**config.mk**
```make
export PLATFORM = sky130hd
export DESIGN_NAME = ddr2_cmd_sequencer
export DESIGN_NICKNAME = d
export VERILOG_FILES = /design/src/rtl/ddr2_cmd_sequencer.sv
export SDC_FILE = /design/constraint.sdc
export NUM_CORES = 1
export LEC_CHECK = 0
export BUFFER_PORTS_ARGS = -buffer_cell sky130_fd_sc_hd__clkbuf_2
export CAP_MARGIN = 20
export CORE_UTILIZATION = 45
export CTS_CLUSTER_SIZE = 14
export DETAILED_ROUTE_END_ITERATION = 12
export GPL_TIMING_DRIVEN = 0
export PLACE_DENSITY = 0.71
export SKIP_LAST_GASP = 1
export SLEW_MARGIN = 20
export SYNTH_ARGS = -nofsm -noshare
export SYNTH_HDL_FRONTEND = slang
export SYNTH_SLANG_ARGS = --single-unit
```
**constraint.sdc**
```tcl
create_clock -name clk -period 1.8 [get_ports clk]
set_clock_uncertainty 0.05 [all_clocks]
set_input_delay 0 -clock clk [delete_from_list [all_inputs] [get_ports clk]]
set_output_delay 0 -clock clk [all_outputs]
set_load 0.005 [all_outputs]
```
**src/rtl/ddr2_cmd_sequencer.sv**
```systemverilog
// DDR2 command sequencer: closed-page ACT -> RD/WR with auto-precharge, plus periodic AUTO REFRESH.
// Pins are registered and decoded from the next state, so each command appears in the cycle its state is entered.
module ddr2_cmd_sequencer #(
  parameter int T_RCD  = 3,
  parameter int T_AP   = 8,
  parameter int T_RFC  = 26,
  parameter int T_REFI = 1560
) (
  input  logic        clk,
  input  logic        rst_n,
  input  logic        init_done,
  input  logic        req_valid,
  output logic        req_ready,
  input  logic        req_write,
  input  logic [1:0]  req_bank,
  input  logic [14:0] req_row,
  input  logic [9:0]  req_col,
  output logic        cke,
  output logic        cs_n,
  output logic        ras_n,
  output logic        cas_n,
  output logic        we_n,
  output logic [1:0]  ba,
  output logic [14:0] addr,
  output logic        rd_issued,
  output logic        wr_issued,
  output logic        ref_busy
);

  localparam int MAX_RA = (T_RCD > T_AP) ? T_RCD : T_AP;
  localparam int MAX_T  = (MAX_RA > T_RFC) ? MAX_RA : T_RFC;
  localparam int CNT_W  = (MAX_T > 1) ? $clog2(MAX_T) : 1;
  localparam int REFI_W = (T_REFI > 1) ? $clog2(T_REFI) : 1;

  // {cs_n, ras_n, cas_n, we_n}
  localparam logic [3:0] CMD_NOP = 4'b0111;
  localparam logic [3:0] CMD_ACT = 4'b0011;
  localparam logic [3:0] CMD_RD  = 4'b0101;
  localparam logic [3:0] CMD_WR  = 4'b0100;
  localparam logic [3:0] CMD_REF = 4'b0001;
  localparam logic [3:0] CMD_DES = 4'b1111;

  typedef enum logic [2:0] {
    S_IDLE, S_ACT, S_RCD, S_RW, S_WAIT, S_REF, S_RFC
  } state_e;

  typedef struct packed {
    logic        write;
    logic [1:0]  bank;
    logic [14:0] row;
    logic [9:0]  col;
  } req_t;

  state_e             state_q, state_d;
  logic [CNT_W-1:0]   wait_cnt_q, wait_cnt_d;
  logic [REFI_W-1:0]  refi_cnt_q, refi_cnt_d;
  logic               ref_pending_q, ref_pending_d;
  req_t               req_q, req_d;
  logic               cke_q, cke_d;
  logic [3:0]         cmd_q, cmd_d;
  logic [1:0]         ba_q, ba_d;
  logic [14:0]        addr_q, addr_d;
  logic               rd_issued_q, rd_issued_d;
  logic               wr_issued_q, wr_issued_d;
  logic               ref_busy_q, ref_busy_d;
  logic               ref_wrap;

  assign req_ready = (state_q == S_IDLE) && init_done && !ref_pending_q;

  always_comb begin
    // NOTE: every signal assigned here gets a default first, so no path leaves one unassigned and no latch is inferred.
    state_d       = state_q;
    wait_cnt_d    = wait_cnt_q;
    refi_cnt_d    = refi_cnt_q;
    ref_pending_d = ref_pending_q;
    req_d         = req_q;
    ref_wrap      = 1'b0;
    cke_d         = 1'b1;
    cmd_d         = CMD_NOP;
    ba_d          = '0;
    addr_d        = '0;
    rd_issued_d   = 1'b0;
    wr_issued_d   = 1'b0;
    ref_busy_d    = 1'b0;

    if (!init_done) begin
      refi_cnt_d = '0;
    end else if (refi_cnt_q == REFI_W'(T_REFI - 1)) begin
      refi_cnt_d = '0;
      ref_wrap   = 1'b1;
    end else begin
      refi_cnt_d = refi_cnt_q + 1'b1;
    end

    unique case (state_q)
      S_IDLE: begin
        if (init_done && ref_pending_q) begin
          state_d       = S_REF;
          ref_pending_d = 1'b0;
        end else if (req_valid && req_ready) begin
          req_d   = '{write: req_write, bank: req_bank, row: req_row, col: req_col};
          state_d = S_ACT;
        end
      end
      S_ACT: begin
        if (T_RCD > 1) begin
          state_d    = S_RCD;
          wait_cnt_d = CNT_W'(T_RCD - 1);
        end else begin
          state_d = S_RW;
        end
      end
      S_RCD: begin
        if (wait_cnt_q == CNT_W'(1)) state_d = S_RW;
        else                         wait_cnt_d = wait_cnt_q - 1'b1;
      end
      S_RW: begin
        if (T_AP > 1) begin
          state_d    = S_WAIT;
          wait_cnt_d = CNT_W'(T_AP - 1);
        end else begin
          state_d = S_IDLE;
        end
      end
      S_WAIT: begin
        if (wait_cnt_q == CNT_W'(1)) state_d = S_IDLE;
        else                         wait_cnt_d = wait_cnt_q - 1'b1;
      end
      S_REF: begin
        if (T_RFC > 1) begin
          state_d    = S_RFC;
          wait_cnt_d = CNT_W'(T_RFC - 1);
        end else begin
          state_d = S_IDLE;
        end
      end
      S_RFC: begin
        if (wait_cnt_q == CNT_W'(1)) state_d = S_IDLE;
        else                         wait_cnt_d = wait_cnt_q - 1'b1;
      end
      default: state_d = S_IDLE;
    endcase

    // A wrap while a refresh is already owed leaves a single refresh pending.
    if (ref_wrap) ref_pending_d = 1'b1;

    unique case (state_d)
      S_ACT: begin
        cmd_d  = CMD_ACT;
        ba_d   = req_d.bank;
        addr_d = req_d.row;
      end
      S_RW: begin
        cmd_d       = req_d.write ? CMD_WR : CMD_RD;
        ba_d        = req_d.bank;
        addr_d      = {4'b0000, 1'b1, req_d.col};
        rd_issued_d = !req_d.write;
        wr_issued_d = req_d.write;
      end
      S_REF: begin
        cmd_d      = CMD_REF;
        ref_busy_d = 1'b1;
      end
      S_RFC:   ref_busy_d = 1'b1;
      default: cmd_d = CMD_NOP;
    endcase
  end

  // NOTE: state registers use non-blocking assignments so every flop samples pre-edge values.
  always_ff @(posedge clk or negedge rst_n) begin
    if (!rst_n) begin
      state_q       <= S_IDLE;
      wait_cnt_q    <= '0;
      refi_cnt_q    <= '0;
      ref_pending_q <= 1'b0;
      req_q         <= '0;
      cke_q         <= 1'b0;
      cmd_q         <= CMD_DES;
      ba_q          <= '0;
      addr_q        <= '0;
      rd_issued_q   <= 1'b0;
      wr_issued_q   <= 1'b0;
      ref_busy_q    <= 1'b0;
    end else begin
      state_q       <= state_d;
      wait_cnt_q    <= wait_cnt_d;
      refi_cnt_q    <= refi_cnt_d;
      ref_pending_q <= ref_pending_d;
      req_q         <= req_d;
      cke_q         <= cke_d;
      cmd_q         <= cmd_d;
      ba_q          <= ba_d;
      addr_q        <= addr_d;
      rd_issued_q   <= rd_issued_d;
      wr_issued_q   <= wr_issued_d;
      ref_busy_q    <= ref_busy_d;
    end
  end

  assign cke                      = cke_q;
  assign {cs_n, ras_n, cas_n, we_n} = cmd_q;
  assign ba                       = ba_q;
  assign addr                     = addr_q;
  assign rd_issued                = rd_issued_q;
  assign wr_issued                = wr_issued_q;
  assign ref_busy                 = ref_busy_q;

endmodule

```
# Yosys cells after proc, flatten, opt, wreduce, memory -nomap -nowiden
# Index checks and enable logic that the tools add are counted.
[op_classes]
n_eq_ne = 13
addsub = 2
mux = 24
reduce_logical = 16
[op_table]
columns = ["op", "count"]
rows = [
  ["$mux W28", 3],
  ["$pmux W15 S2", 1],
  ["$mux W11", 2],
  ["$pmux W5 S4", 1],
  ["$pmux W3 S6", 1],
  ["$eq A3 B3 Y1 const B", 5],
  ["$mux W3", 4],
  ["$add A11 B1 Y11 const B", 1],
  ["$eq A11 B11 Y1 const B", 1],
  ["$eq A3 B2 Y1 const B", 3],
  ["$mux W1", 9],
  ["$pmux W3 S3", 1],
  ["$eq A3 B1 Y1 const B", 2],
  ["$reduce_or A2 Y1", 3],
  ["$eq A5 B1 Y1 const B", 1],
  ["$mux W5", 1],
  ["$sub A5 B1 Y5 const B", 1],
  ["$logic_and A1 B1 Y1", 4],
  ["$reduce_and A2 Y1", 2],
  ["$reduce_bool A2 Y1", 2],
  ["$reduce_bool A4 Y1", 1],
  ["$logic_not A3 Y1", 1],
  ["$reduce_or A3 Y1", 1],
  ["$logic_not A1 Y1", 2],
  ["2 further kinds", 2],
]
[totals]
in_bits = 32
ff_bits = 73
out_inout_bits = 26
elab_cells = 70

# Longest topological paths before layout
[logic_depth]
word_depth = 10
depth_mapped = 7
mapped_depth_nobuf = 6

# Least setup slack after synthesis
# OpenSTA, ideal clock, no wires.
[synth_timing]
path_kind = "reg2reg"
startpoint = "reg state_q[2]"
endpoint = "reg addr_q[7], in the netlist addr[7]"
arrival_time_ns = 1.729
slack_ns = -0.100
n_path_buf = 2
required_time_ns = 1.629
stages_incl_launch_ff = 7
synth_period_minus_slack_ns = 1.900
setup_ns = 0.121
cell_sequence = "dfrtp_1 buf_6 nor4b_4 nand2_4 buf_6 mux2_4 a32o_1"
[synth_lines]
columns = ["item", "line", "source"]
rows = [
  ["start, declared", "54", "state_e state_q, state_d;"],
  ["start signal, assigned", "185", "state_q <= state_d;"],
  ["end signal, assigned", "193", "addr_q <= addr_d;"],
  ["end, declared", "62", "logic [14:0] addr_q, addr_d;"],
]

==> results.cfg <==
[setup_path]
path_cells = buf_6 -> nor4b_4 -> nand2_4 -> buf_6 -> mux2_4 -> a32o_1
critPathMaxStageDelay_ns = 0.37
end_kind = flip-flop
cpMostUsedCell = buf_6
cp.arrival_ns = 1.99
cp_slowest_cell = dfrtp_1
startpoint_type = flip-flop
critPathKind = flip-flop to flip-flop
worstPathMaxFanout = 7
cp.required_ns = 1.97

[cells_and_area]
final_common_cell = clkbuf_2
regArea_um2 = 1480
multiInputGateArea_um2 = 1010
final_cell_mix = 57 x clkbuf_2, 55 x dfrtp_1, 31 x dlygate4sd3_1
nets = 357
nFillCells = 398
areaGrowthSynthToFinish_pct = 41.0
final_area_um2 = 3580
drive_above_1_share = 0.367
instances_no_fill = 398

[logic_synthesis]
synth_ff_type = dfrtp_1
avgSynthCellArea_um2 = 11.8
yosys.cell_types.count = 45
synthCells = 215
ys_seq_area_frac = 0.584
ys_async_sr_fraction = 1.00
yosysWarnings = 0
ys_seq_elements = 59
syn_area_um2 = 2540
syn-num-nets = 250
synth-edff-count = 0

[global_route]
grt_overflow = 0
antenna_found_initial = 1
grt_pass1_wl_um = 9250
grt_pass1_vias = 1997
groute.usage.overall = 0.205
grt_max_degree = 45

[drt]
avgRoutedWirePerCell_um = 14.2
via_per_inst = 5.02
wl_um = 5630
initialDrtViolationCount = 158
num_vias = 1998
drt_first_pass_iters = 4
antenna_left = 0
route.detailed.drc = 0

[clock_tree]
root_buffer = clkbuf_8
cts_buffer_depth = 2
clkLatencyLatePin_ns = 0.33
cts_buffers = 9
cts_tree = done
h-tree-depth = 3
clkTransAtPathRegs_ns = 0.07
cts.sinks = 59

[floorplanning]
die_x_um = 77.1
core_area_um2 = 5270
die_h_um = 77.1
start_util = 0.481
top_level_ports = 58
rows = 26
die_area_um2 = 5940

[run_status]
status = finished, violations left
failed_checks = negative setup slack

[sta]
finalHoldViolCount = 0
setup_violations = 2
worst_slack_ns = -0.0212
period_needed_ns = 1.82
rsz0062_at_grt = yes
fmax_ghz = 0.549
slew_violations = 0
finalCritPeriodShare = 1.01
finalHoldWorstSlack_ns = 0.0456

[placement]
dp_hpwl_um = 3350
dp_slack_ns = -0.251
io_buffers = 57
place_congestion = 0.803
placed_cells = 343
placed_cell_area_um2 = 2940

[pwr]
powerDensity_nw_per_um2 = 1290
ir_drop_mv = 0.670
cellLeakagePower_uw = 0.00175

[run]
cap_violations = 0

[min_path]
hp-class = primary input to async pin
## cells by family (layout without fill, tap and decap cells)
| family | Yosys count | count (layout) | share of synthesized area |
|---|---|---|---|
| muxes | 15 | 15 | 0.0676 |
| DFF | 59 | 59 | 0.584 |
| adders and majority gates | 3 | 3 | 0.0148 |
| buffers and inverters | 18 | 130 | 0.0365 |
| xor gates and xnor gates | 9 | 9 | 0.0311 |
| and+or+nand+nor | 75 | 75 | 0.161 |
| AOI/OAI and AO/OA | 34 | 34 | 0.102 |
| other | 2 | 3 | 0.00296 |
## power breakdown
group | total (uW) | switching (uW) | internal (uW) | leakage [uW]
clock | 1180 | 510 | 670 | 0.0000991
combinational | 1620 | 785 | 831 | 0.000890
sequential | 1830 | 170 | 1660 | 0.000760
total | 4620 | 1470 | 3160 | 0.00175
## cells in the mapped netlist (all sizes together) (2+ instances only)
| cell type | count | area, um2 |
|---|---|---|
| xor2 | 3 | 26.3 |
| buf | 6 | 47.5 |
| xnor2 | 6 | 52.6 |
| o21ai | 6 | 30.0 |
| o22ai | 3 | 18.8 |
| dfrtp | 55 | 1380 |
| inv | 7 | 26.3 |
| conb | 2 | 7.51 |
| dfstp | 4 | 105 |
| mux2 | 14 | 161 |
| and2 | 4 | 25.0 |
| ha | 3 | 37.5 |
| o211ai | 2 | 15.0 |
| clkbuf | 5 | 18.8 |
| nor4 | 2 | 12.5 |
| nand2b | 2 | 12.5 |
| nand2 | 11 | 48.8 |
| a21oi | 5 | 25.0 |
| nor2b | 5 | 31.3 |
| nor2 | 23 | 86.3 |
| nor3 | 7 | 35.0 |
| and3 | 6 | 37.5 |
| a32o | 10 | 100 |
| nor4b | 3 | 41.3 |
| nand3 | 6 | 30.0 |
## cell type report
cell class	instances	share of cell area
Sequential cell	59	0.414
Clock inverter	5	0.0147
Timing Repair Buffer	100	0.202
Clock buffer	11	0.0395
Buffer	7	0.0143
Multi-Input combinational cell	138	0.283
Tap cell	70	0.0245
Antenna cell	1	0.000700
Inverter	7	0.00735
## worst max-delay path, delay by kind of cell, from the launching register on
| kind | cells | cell delay (ns) |
|---|---|---|
| simple gates | 2 | 0.45 |
| flops | 1 | 0.37 |
| mux | 1 | 0.30 |
| buf+inv | 2 | 0.29 |
| compound gates | 1 | 0.26 |
## routing by layer
| metal | share of wire | up-vias | track usage | wire (um) |
|---|---|---|---|---|
| met4 | 0.024 | 0 | 0.115 | 136 |
| met3 | 0.047 | 10 | 0.0417 | 264 |
| met2 | 0.50 | 62 | 0.338 | 2790 |
| li1 | - | 969 | - | - |
| met1 | 0.43 | 957 | 0.251 | 2440 |
| met5 | 0 | - | 0 | 0 |
## flip-flops by register name, summed over array words and instances, names as in the netlist, 2 cells and up
signal	count
addr	15
req_q	14
refi_cnt_q	11
wait_cnt_q	5
cmd_q	4
state_q	3
ba	2
## metrics by stage
stage               TNS [ns]  total power (uW)  utilization
global route          -0.619              4920        0.679
floorplan            -0.0627              2780            -
finish               -0.0350              4620        0.679
global placement       -3.11              3120        0.553
CTS                   -0.201              4550        0.670
detailed placement     -3.54              3170        0.557
## worst paths after layout
check                      cells past startpoint                      end  slack (ns)                    start
hold reg to reg                                1  refi_cnt_q[0]$_DFF_PN0_        0.42  refi_cnt_q[0]$_DFF_PN0_
setup / recovery                               6        addr[9]$_DFF_PN0_       -0.02     state_q[1]$_DFF_PN0_
hold / removal                                 2            cke$_DFF_PN0_        0.05                    rst_n
setup reg to reg                               6        addr[9]$_DFF_PN0_       -0.02     state_q[1]$_DFF_PN0_
max in group asynchronous                      3       cmd_q[0]$_DFF_PN1_        1.10                    rst_n
min in group clk                               3        addr[5]$_DFF_PN0_        0.39               req_row[5]
## repair_timing
action	CTS	global route
endpoints found under the hold margin	92	0
gates resized for setup	12	12
cloned	0	1
pin swaps	8	2
endpoints found under the setup margin	34	29
setup buffers	6	4
hold buffers	31	0
(Power assumes the default switching activity.)
